### src/rtl/imm_encode.sv
// rtl/imm_encode.sv - two-stage RISC-V immediate packer with range check and counters
module imm_encode (
    input  logic        clk,
    input  logic        reset,
    input  logic        in_valid,
    output logic        in_ready,
    input  logic [31:0] imm,
    input  logic [2:0]  immsrc,
    input  logic [24:0] base,
    output logic        out_valid,
    input  logic        out_ready,
    output logic [24:0] instr,
    output logic        err,
    output logic [15:0] enc_count,
    output logic [15:0] err_count
);
    localparam logic [2:0] FMT_I = 3'b000;
    localparam logic [2:0] FMT_S = 3'b001;
    localparam logic [2:0] FMT_B = 3'b010;
    localparam logic [2:0] FMT_J = 3'b011;
    localparam logic [2:0] FMT_U = 3'b100;

    logic        s1_valid_q, s1_valid_d;
    logic [31:0] s1_imm_q, s1_imm_d;
    logic [2:0]  s1_immsrc_q, s1_immsrc_d;
    logic [24:0] s1_base_q, s1_base_d;
    logic        s1_err_q, s1_err_d;
    logic        s2_valid_q, s2_valid_d;
    logic [24:0] s2_instr_q, s2_instr_d;
    logic        s2_err_q, s2_err_d;
    logic [15:0] enc_count_q, enc_count_d;
    logic [15:0] err_count_q, err_count_d;

    logic        s2_load;
    logic        in_accept;
    logic        out_consume;
    logic        in_err;
    logic [24:0] packed_instr;

    assign s2_load     = s1_valid_q & (!s2_valid_q | out_ready);
    assign in_ready    = !s1_valid_q | s2_load;
    assign in_accept   = in_valid & in_ready;
    assign out_consume = s2_valid_q & out_ready;

    // A value fits when every bit above the format's top bit equals the sign bit.
    always_comb begin
        in_err = 1'b0;
        case (immsrc)
            FMT_I, FMT_S: in_err = !((&imm[31:11]) | ~(|imm[31:11]));
            FMT_B:        in_err = imm[0] | !((&imm[31:12]) | ~(|imm[31:12]));
            FMT_J:        in_err = imm[0] | !((&imm[31:20]) | ~(|imm[31:20]));
            FMT_U:        in_err = |imm[11:0];
            default:      in_err = 1'b1;
        endcase
    end

    // Index n of packed_instr corresponds to instruction bit n+7.
    always_comb begin
        packed_instr = s1_base_q;
        case (s1_immsrc_q)
            FMT_I: packed_instr[24:13] = s1_imm_q[11:0];
            FMT_S: begin
                packed_instr[24:18] = s1_imm_q[11:5];
                packed_instr[4:0]   = s1_imm_q[4:0];
            end
            FMT_B: begin
                packed_instr[24]    = s1_imm_q[12];
                packed_instr[23:18] = s1_imm_q[10:5];
                packed_instr[4:1]   = s1_imm_q[4:1];
                packed_instr[0]     = s1_imm_q[11];
            end
            FMT_J: begin
                packed_instr[24]    = s1_imm_q[20];
                packed_instr[23:14] = s1_imm_q[10:1];
                packed_instr[13]    = s1_imm_q[11];
                packed_instr[12:5]  = s1_imm_q[19:12];
            end
            FMT_U:   packed_instr[24:5] = s1_imm_q[31:12];
            default: packed_instr = s1_base_q;
        endcase
    end

    always_comb begin
        s1_valid_d  = s1_valid_q;
        s1_imm_d    = s1_imm_q;
        s1_immsrc_d = s1_immsrc_q;
        s1_base_d   = s1_base_q;
        s1_err_d    = s1_err_q;
        s2_valid_d  = s2_valid_q;
        s2_instr_d  = s2_instr_q;
        s2_err_d    = s2_err_q;
        enc_count_d = enc_count_q;
        err_count_d = err_count_q;

        if (in_accept) begin
            s1_valid_d  = 1'b1;
            s1_imm_d    = imm;
            s1_immsrc_d = immsrc;
            s1_base_d   = base;
            s1_err_d    = in_err;
        end else if (s2_load) begin
            s1_valid_d = 1'b0;
        end

        if (s2_load) begin
            s2_valid_d = 1'b1;
            s2_instr_d = packed_instr;
            s2_err_d   = s1_err_q;
        end else if (out_consume) begin
            s2_valid_d = 1'b0;
        end

        if (out_consume) begin
            enc_count_d = enc_count_q + 16'd1;
            if (s2_err_q && (err_count_q != 16'hFFFF)) begin
                err_count_d = err_count_q + 16'd1;
            end
        end
    end

    always_ff @(posedge clk) begin
        if (reset) begin
            s1_valid_q  <= 1'b0;
            s1_imm_q    <= 32'd0;
            s1_immsrc_q <= 3'd0;
            s1_base_q   <= 25'd0;
            s1_err_q    <= 1'b0;
            s2_valid_q  <= 1'b0;
            s2_instr_q  <= 25'd0;
            s2_err_q    <= 1'b0;
            enc_count_q <= 16'd0;
            err_count_q <= 16'd0;
        end else begin
            s1_valid_q  <= s1_valid_d;
            s1_imm_q    <= s1_imm_d;
            s1_immsrc_q <= s1_immsrc_d;
            s1_base_q   <= s1_base_d;
            s1_err_q    <= s1_err_d;
            s2_valid_q  <= s2_valid_d;
            s2_instr_q  <= s2_instr_d;
            s2_err_q    <= s2_err_d;
            enc_count_q <= enc_count_d;
            err_count_q <= err_count_d;
        end
    end

    assign out_valid = s2_valid_q;
    assign instr     = s2_instr_q;
    assign err       = s2_err_q;
    assign enc_count = enc_count_q;
    assign err_count = err_count_q;
endmodule

### config.mk
export PLATFORM = sky130hd
export DESIGN_NAME = imm_encode
export DESIGN_NICKNAME = d
export VERILOG_FILES = /design/src/rtl/imm_encode.sv
export SDC_FILE = /design/constraint.sdc
export NUM_CORES = 1
export LEC_CHECK = 0
export ABC_AREA = 1
export CAP_MARGIN = 25
export CELL_PAD_IN_SITES_DETAIL_PLACEMENT = 1
export CELL_PAD_IN_SITES_GLOBAL_PLACEMENT = 2
export CORE_ASPECT_RATIO = 2
export CORE_MARGIN = 4
export CORE_UTILIZATION = 25
export DETAILED_ROUTE_END_ITERATION = 16
export GPL_TIMING_DRIVEN = 0
export PLACE_DENSITY = 0.78
export RECOVER_POWER = 25
export SYNTH_ARGS = -nofsm -noshare
export SYNTH_HDL_FRONTEND = slang
export SYNTH_SLANG_ARGS = --single-unit
### constraint.sdc
create_clock -name clk -period 4.2 [get_ports clk]
set_input_delay 1.05 -clock clk [delete_from_list [all_inputs] [get_ports clk]]
set_output_delay 1.05 -clock clk [all_outputs]
set_load 0.03 [all_outputs]
; Word level (Yosys, flattened, before mapping)
; Cells that the tools add are included.
[word_totals]
reg_bits = 121
inputBits = 64
word_cells = 64
[classes]
addsub = 2
n_eq_ne = 9
mux = 9
n_bitwise = 13
reduce_logical = 21
[ops]
columns = operator, count
row1 = $add A16 B1 Y16 const B, 2
row2 = $pmux W7 S4, 1
row3 = $reduce_or A12 Y1, 2
row4 = $reduce_and A21 Y1, 1
row5 = $reduce_or A21 Y1, 1
row6 = $reduce_and A20 Y1, 1
row7 = $reduce_or A20 Y1, 1
row8 = $ne A16 B16 Y1 const B, 1
row9 = $pmux W5 S3, 1
row10 = $eq A3 B2 Y1 const B, 4
row11 = $reduce_and A12 Y1, 1
row12 = $pmux W5 S2, 1
row13 = $mux W8, 1
row14 = $or A1 B1 Y1, 7
row15 = $eq A3 B1 Y1 const B, 2
row16 = $eq A3 B3 Y1 const B, 2
row17 = $logic_not A3 Y1, 2
row18 = $reduce_or A2 Y1, 3
row19 = $logic_not A1 Y1, 5
row20 = $mux W1, 4
row21 = $pmux W1 S4, 1
row22 = $reduce_bool A2 Y1, 2
row23 = $and A1 B1 Y1, 3
row24 = $not A1 Y1, 3
row25 = other kinds (2), 2

; Logic depth before layout (Yosys ltp)
; Gate-level depths: netlist (run 1).
[depth]
ltp_word = 6
depth_mapped = 11

; Worst setup path after synthesis (run 1)
; Ideal clock, no wire load.
[synth_path]
path_kind = in2out
startpoint = input port out_ready
endpoint = output port in_ready
t_arrival_ps = 1372
path_slack_ps = 1778
stages = 2
n_path_buf = 0
path_cell_list = inv_1 nand3_1
[synth_via]
elab_chain_cells = 3
[synth_lines]
columns = element, line_no
row1 = from (decl), 11  ; input logic out_ready,
row2 = $or A1 B1 Y1, 40  ; assign s2_load = s1_valid_q & (!s2_valid_q | out_ready);
row3 = $and A1 B1 Y1, 40
row4 = $or A1 B1 Y1, 41  ; assign in_ready = !s1_valid_q | s2_load;
row5 = to (decl), 6  ; output logic in_ready,
; No other way between the ends.

; Worst setup path in the final report (run 1)
; Ends and elaborated chain as after synthesis.

==> impl_metrics.json, run 1 <==
{
  "gp_congestion": 0.8788,
  "post_cts_buffers": 0,
  "p_per_area_nw_per_um2": 419.0,
  "slew_headroom_pct": 53.86,
  "synth_async_sr_flop_share_pct": 0,
  "routed_via_density": 4.595,
  "hold_class": "reg -> reg",
  "cp.arrival_ns": 2.53,
  "path_max_fanout": 3,
  "cts_resized": 0,
  "dr.pass1.iters": 4,
  "nNetsFinal": 970,
  "clock_latency_ns": 0.42,
  "yosysSeqAreaShare_pct": 44.72,
  "clk_path_buf_depth": 2,
  "r2r_slack_ns": 2.01,
  "endpoint_kind": "primary output",
  "fillers": 2659,
  "grt.total_usage_pct": 16.58,
  "rsz0062_at_grt": "false",
  "synth_area_leaders": "dfxtp_1, nor2_1, nand2_1",
  "drc_errors": 0,
  "drive_above_1_share_pct": 5.895,
  "hpwl_mm": 15.96,
  "reg2reg_to": "err_count[3]",
  "num_vias": 5463,
  "min_from": "instr[24]",
  "ys_warn_count": 0,
  "syn_nets": 828,
  "fp.dieH_um": 216.2,
  "grt-ovfl-total": 0,
  "cp-start-kind": "input port",
  "syn2layout_area_growth_pct": 39.41,
  "synth_top_cell_area_share_pct": 44.72,
  "clock_skew_ns": 0.01140,
  "io_pins": 124,
  "final_max_slew_viol_count": 0,
  "cts_tree": "yes",
  "grt_pass1_wl_mm": 31.20,
  "final_cell_mix": "nor2_1, nand2_1, dfxtp_1, clkdlybuf4s50_1, o21ai_0",
  "cts_sinks": 121,
  "min_to": "instr[24]",
  "ff_latch_area_um2": 2422,
  "synth_edf_count": 0,
  "multi_input_area_um2": 2532,
  "rows": 76,
  "cts-root-buf": "clkbuf_16",
  "clk_pin_slew_ns": 0.06,
  "min_period_ns": 3.584,
  "finalSetupViolations": 0,
  "die-area_um2": 24230,
  "wire_per_inst_um": 16.70,
  "grt_max_degree": 17,
  "ant_nets": 0,
  "core_region_area_um2": 21400,
  "yosys_register_bits": 121,
  "antenna_found_initial": 0,
  "synth-main-ff-cell": "dfxtp_1",
  "outcome": "finished, final reports clean",
  "yosysTopAreaCell": "dfxtp_1",
  "tightestPinTransition_ns": 0.6921,
  "antennaDiodeCount": 0,
  "tns_ns": 0,
  "final_common_cell": "nor2_1",
  "r2r_start": "err_count[0]",
  "fin_hold_ws_ns": 0.4648,
  "max_cap_violations": 0,
  "crit_type": "in -> out",
  "syn-cell-area_um2": 5416,
  "grt_pass1_vias": 5643,
  "cts_hold_buffers": 0,
  "fp.dieW_um": 112.1,
  "max_freq_mhz": 279.0,
  "p_leak_nw": 2.996,
  "cp_data_required_time_ns": 3.15,
  "hold_viol": 0,
  "hold_depth": 2,
  "reg2regPathDepth": 11,
  "post-route-util_pct": 35.29,
  "avgSynthCellArea_um2": 7.108,
  "finalCritPeriodShare_pct": 85.33,
  "synthDistinctLibCells": 33,
  "syn_inst": 762,
  "start_util_pct": 25.32,
  "peakVddDrop_uv": 238.8,
  "htree_levels": 4,
  "drtIter0Drc": 239,
  "io_buffers": 123,
  "cts_buffers": 17,
  "wl_mm": 19.86
}
[synth_stat cells (all sizes together), types with 2 or more instances]
master  number
nand3       29
nor3         8
xnor2        3
a221oi       6
a21oi       61
ha           2
o21a         2
nand4       15
inv         68
xor2         8
dfxtp      121
nor2       161
o211ai      12
clkbuf      17
o21ai       88
nand2      141
buf         16
[area by class of cell]
type	count	share of cell area [%]
Multi-Input combinational cell	539	33.54
Sequential cell	121	32.08
Timing Repair Buffer	123	16.30
Clock buffer	19	5.866
Tap cell	273	4.524
Inverter	69	3.430
Clock inverter	12	2.320
Buffer	33	1.939
[metrics by stage]
stage	cell area [um2]	std cells	setup slack (ns)	power, W
after floorplan	5416	762	1.778	0.001457
after global placement	6989	1158	0.6427	0.001649
final	7551	1189	0.6162	0.003164
after CTS	7607	1189	0.6365	0.003213
after detailed placement	6989	1158	0.6391	0.001653
after global routing	7551	1189	0.5527	0.003299
[worst max-delay path by stage]
| stage | cells past startpoint | slack [ns] | start | end |
|---|---|---|---|---|
| floorplan | 2 | 1.78 | out_ready | in_ready |
| global placement | 4 | 0.64 | out_ready | in_ready |
| detailed placement | 4 | 0.64 | out_ready | in_ready |
| CTS | 4 | 0.64 | out_ready | in_ready |
| global route | 4 | 0.55 | out_ready | in_ready |
| finish | 4 | 0.62 | out_ready | in_ready |
[critical path, cell delays in order]
cell and delay [ns]:
dlygate4sd3_1 0.59, inv_1 0.07, nand3_1 0.11, clkdlybuf4s50_1 0.71
[routing by layer]
metal,GRT usage [%],vias to the layer above,wire [um]
li1,-,2766,-
met1,16.61,2578,7259
met2,33.81,102,11740
met5,0,-,0
met3,2.850,17,570
met4,4.693,0,291
[power by group]
group | total [W] | switching (W) | internal (W)
Sequential | 0.00125 | 0.0000424 | 0.00121
Clock | 0.00154 | 0.000541 | 0.00100
Combinational | 0.000366 | 0.000219 | 0.000147
[flip-flops by register name (all words and copies together) (netlist names)]
signal and flops:
s1_err_q 1, err_count 16, s1_base_q 25, err 1, s1_imm_q 32, s1_valid_q 1, enc_count 16, out_valid 1
s1_immsrc_q 3, instr 25
[kinds of logic after synthesis]
kind of cell | share of synthesized area (%)
simple gates | 27.90
compound gates | 17.44
flops | 44.72
buf+inv | 7.692
xor+xnor | 1.779
fa+ha+maj | 0.4619
(Power assumes the default switching activity.)
==> run 2, diff against run 1 <==
CORE_MARGIN = 1   (was 4)
==> run 2 against run 1 <==
  * Maximum frequency grew 1.9%
  * Clock skew shrank 0.0014 ns
  * Critical path depth is the same
  * Combinational power is essentially flat
  * Sequential share of layout area shrank 0.11 points
==> impl_metrics.json, run 2 (synthesis gave the netlist of run 1 again) <==
{
  "placed_cell_area_um2": 6984,
  "slew_headroom_pct": 54.25,
  "syn2layout_area_growth_pct": 39.87,
  "endpoint_kind": "primary output",
  "max_cap_violations": 0,
  "hold_viol": 0,
  "max_freq_mhz": 284.2,
  "final_cell_mix": "nor2_1, nand2_1, dfxtp_1, clkdlybuf4s50_1, o21ai_0",
  "clk_pin_slew_ns": 0.06,
  "drtIter0Drc": 173,
  "clk_path_buf_depth": 2,
  "final_common_cell": "nor2_1",
  "cp.arrival_ns": 2.47,
  "fp.dieH_um": 210.2,
  "drc_errors": 0,
  "finalPower_w": 0.003235,
  "htree_levels": 4,
  "clkPwrFrac_pct": 49.9,
  "grt.total_usage_pct": 18.43,
  "min_period_ns": 3.518,
  "nNetsFinal": 970,
  "clock_latency_ns": 0.42,
  "hold_class": "reg -> reg",
  "fp.dieW_um": 106.1,
  "grt_pass1_vias": 5747,
  "postLayoutCellArea_um2": 7576,
  "regMostFlops": "s1_imm_q",
  "dr.pass1.iters": 4,
  "clock_skew_ns": 0.009981,
  "fillers": 2623,
  "placed_cells": 1154,
  "final_max_slew_viol_count": 0,
  "seqPwrFrac_pct": 38.8,
  "p_switching_w": 0.0008062,
  "post_cts_buffers": 0,
  "tns_ns": 0,
  "outcome": "finished, final reports clean",
  "p_leak_nw": 3.036,
  "finalSetupViolations": 0,
  "io_buffers": 123,
  "largest_reg_flops": 32,
  "wl_mm": 19.73,
  "path_max_fanout": 3,
  "start_util_pct": 25.65,
  "core_region_area_um2": 21110,
  "tightestPinTransition_ns": 0.6863,
  "cts-root-buf": "clkbuf_16",
  "combPwrFrac_pct": 11.3,
  "die-area_um2": 22290,
  "cts_hold_buffers": 0,
  "hpwl_mm": 15.68,
  "internal-power_w": 0.002429,
  "num_vias": 5522,
  "drive_above_1_share_pct": 5.998,
  "cts_sinks": 121,
  "ff_latch_area_um2": 2422,
  "rsz0062_at_grt": "false",
  "antennaDiodeCount": 0,
  "finalNonFillerCells": 1186,
  "ant_nets": 0,
  "grt-ovfl-total": 0,
  "wire_per_inst_um": 16.63,
  "io_pins": 124,
  "gp_congestion": 0.8451,
  "grt_pass1_wl_mm": 30.89,
  "cts_tree": "yes",
  "cts_buffers": 17,
  "cp-start-kind": "input port",
  "multi_input_area_um2": 2532,
  "cts_resized": 0,
  "routed_via_density": 4.656,
  "grt_max_degree": 17,
  "peakVddDrop_uv": 255.3,
  "p_per_area_nw_per_um2": 427.0,
  "crit_type": "in -> out",
  "cp_data_required_time_ns": 3.15,
  "antenna_found_initial": 0,
  "finalCritPeriodShare_pct": 83.77,
  "switching_share_pct": 24.92,
  "rows": 75
}
run 2: layer usage:
layer	up-vias	global-route usage [%]	wire, um
met4	0	7.950	512
met2	117	38.09	11580
li1	2766	-	-
met3	28	2.443	448
met1	2611	17.35	7190
met5	-	0	0
run 2: worst paths after layout:
path / start / end / slack (ns) / cells after the start
worst min register to register: s1_base_q[24] / s1_base_q[24] / 0.47 / 2
worst max register to register: err_count[0] / err_count[13] / 2.03 / 11
worst max-delay path: out_ready / in_ready / 0.68 / 4
worst min-delay path: s1_base_q[24] / s1_base_q[24] / 0.47 / 2
run 2: area by class of cell:
class                      count  area share, %
sequential                   121          31.97
timing repair buffer         123          16.25
inverter                      69          3.419
multi-input combinational    539          33.43
buffer                        33          1.965
clock inverter                11          2.576
clock buffer                  21          5.945
tap                          269          4.443
run 2: power by group through the flow:
stage | registers [W] | clock network [W] | logic, W
after floorplan | 0.00130 | 0 | 0.000156
after global placement | 0.00128 | 0 | 0.000369
after detailed placement | 0.00128 | 0 | 0.000374
after CTS | 0.00126 | 0.00165 | 0.000376
after global routing | 0.00126 | 0.00169 | 0.000405
final | 0.00126 | 0.00161 | 0.000366
run 2: worst max-delay path, stage by stage:
cell             delay [ns]
dlygate4sd3_1          0.55
inv_1                  0.06
nand3_1                0.12
clkdlybuf4s50_1        0.69
run 2: per-stage QoR:
step | worst slack [ns] | utilization (%) | hold WS, ns
after floorplan | 1.778 | - | 0.4307
after CTS | 0.6881 | 36.14 | 0.4684
after detailed placement | 0.6877 | 33.08 | 0.4616
after global routing | 0.6019 | 35.88 | 0.4767
final | 0.6817 | 35.88 | 0.4681
after global placement | 0.6939 | 33.08 | 0.4499
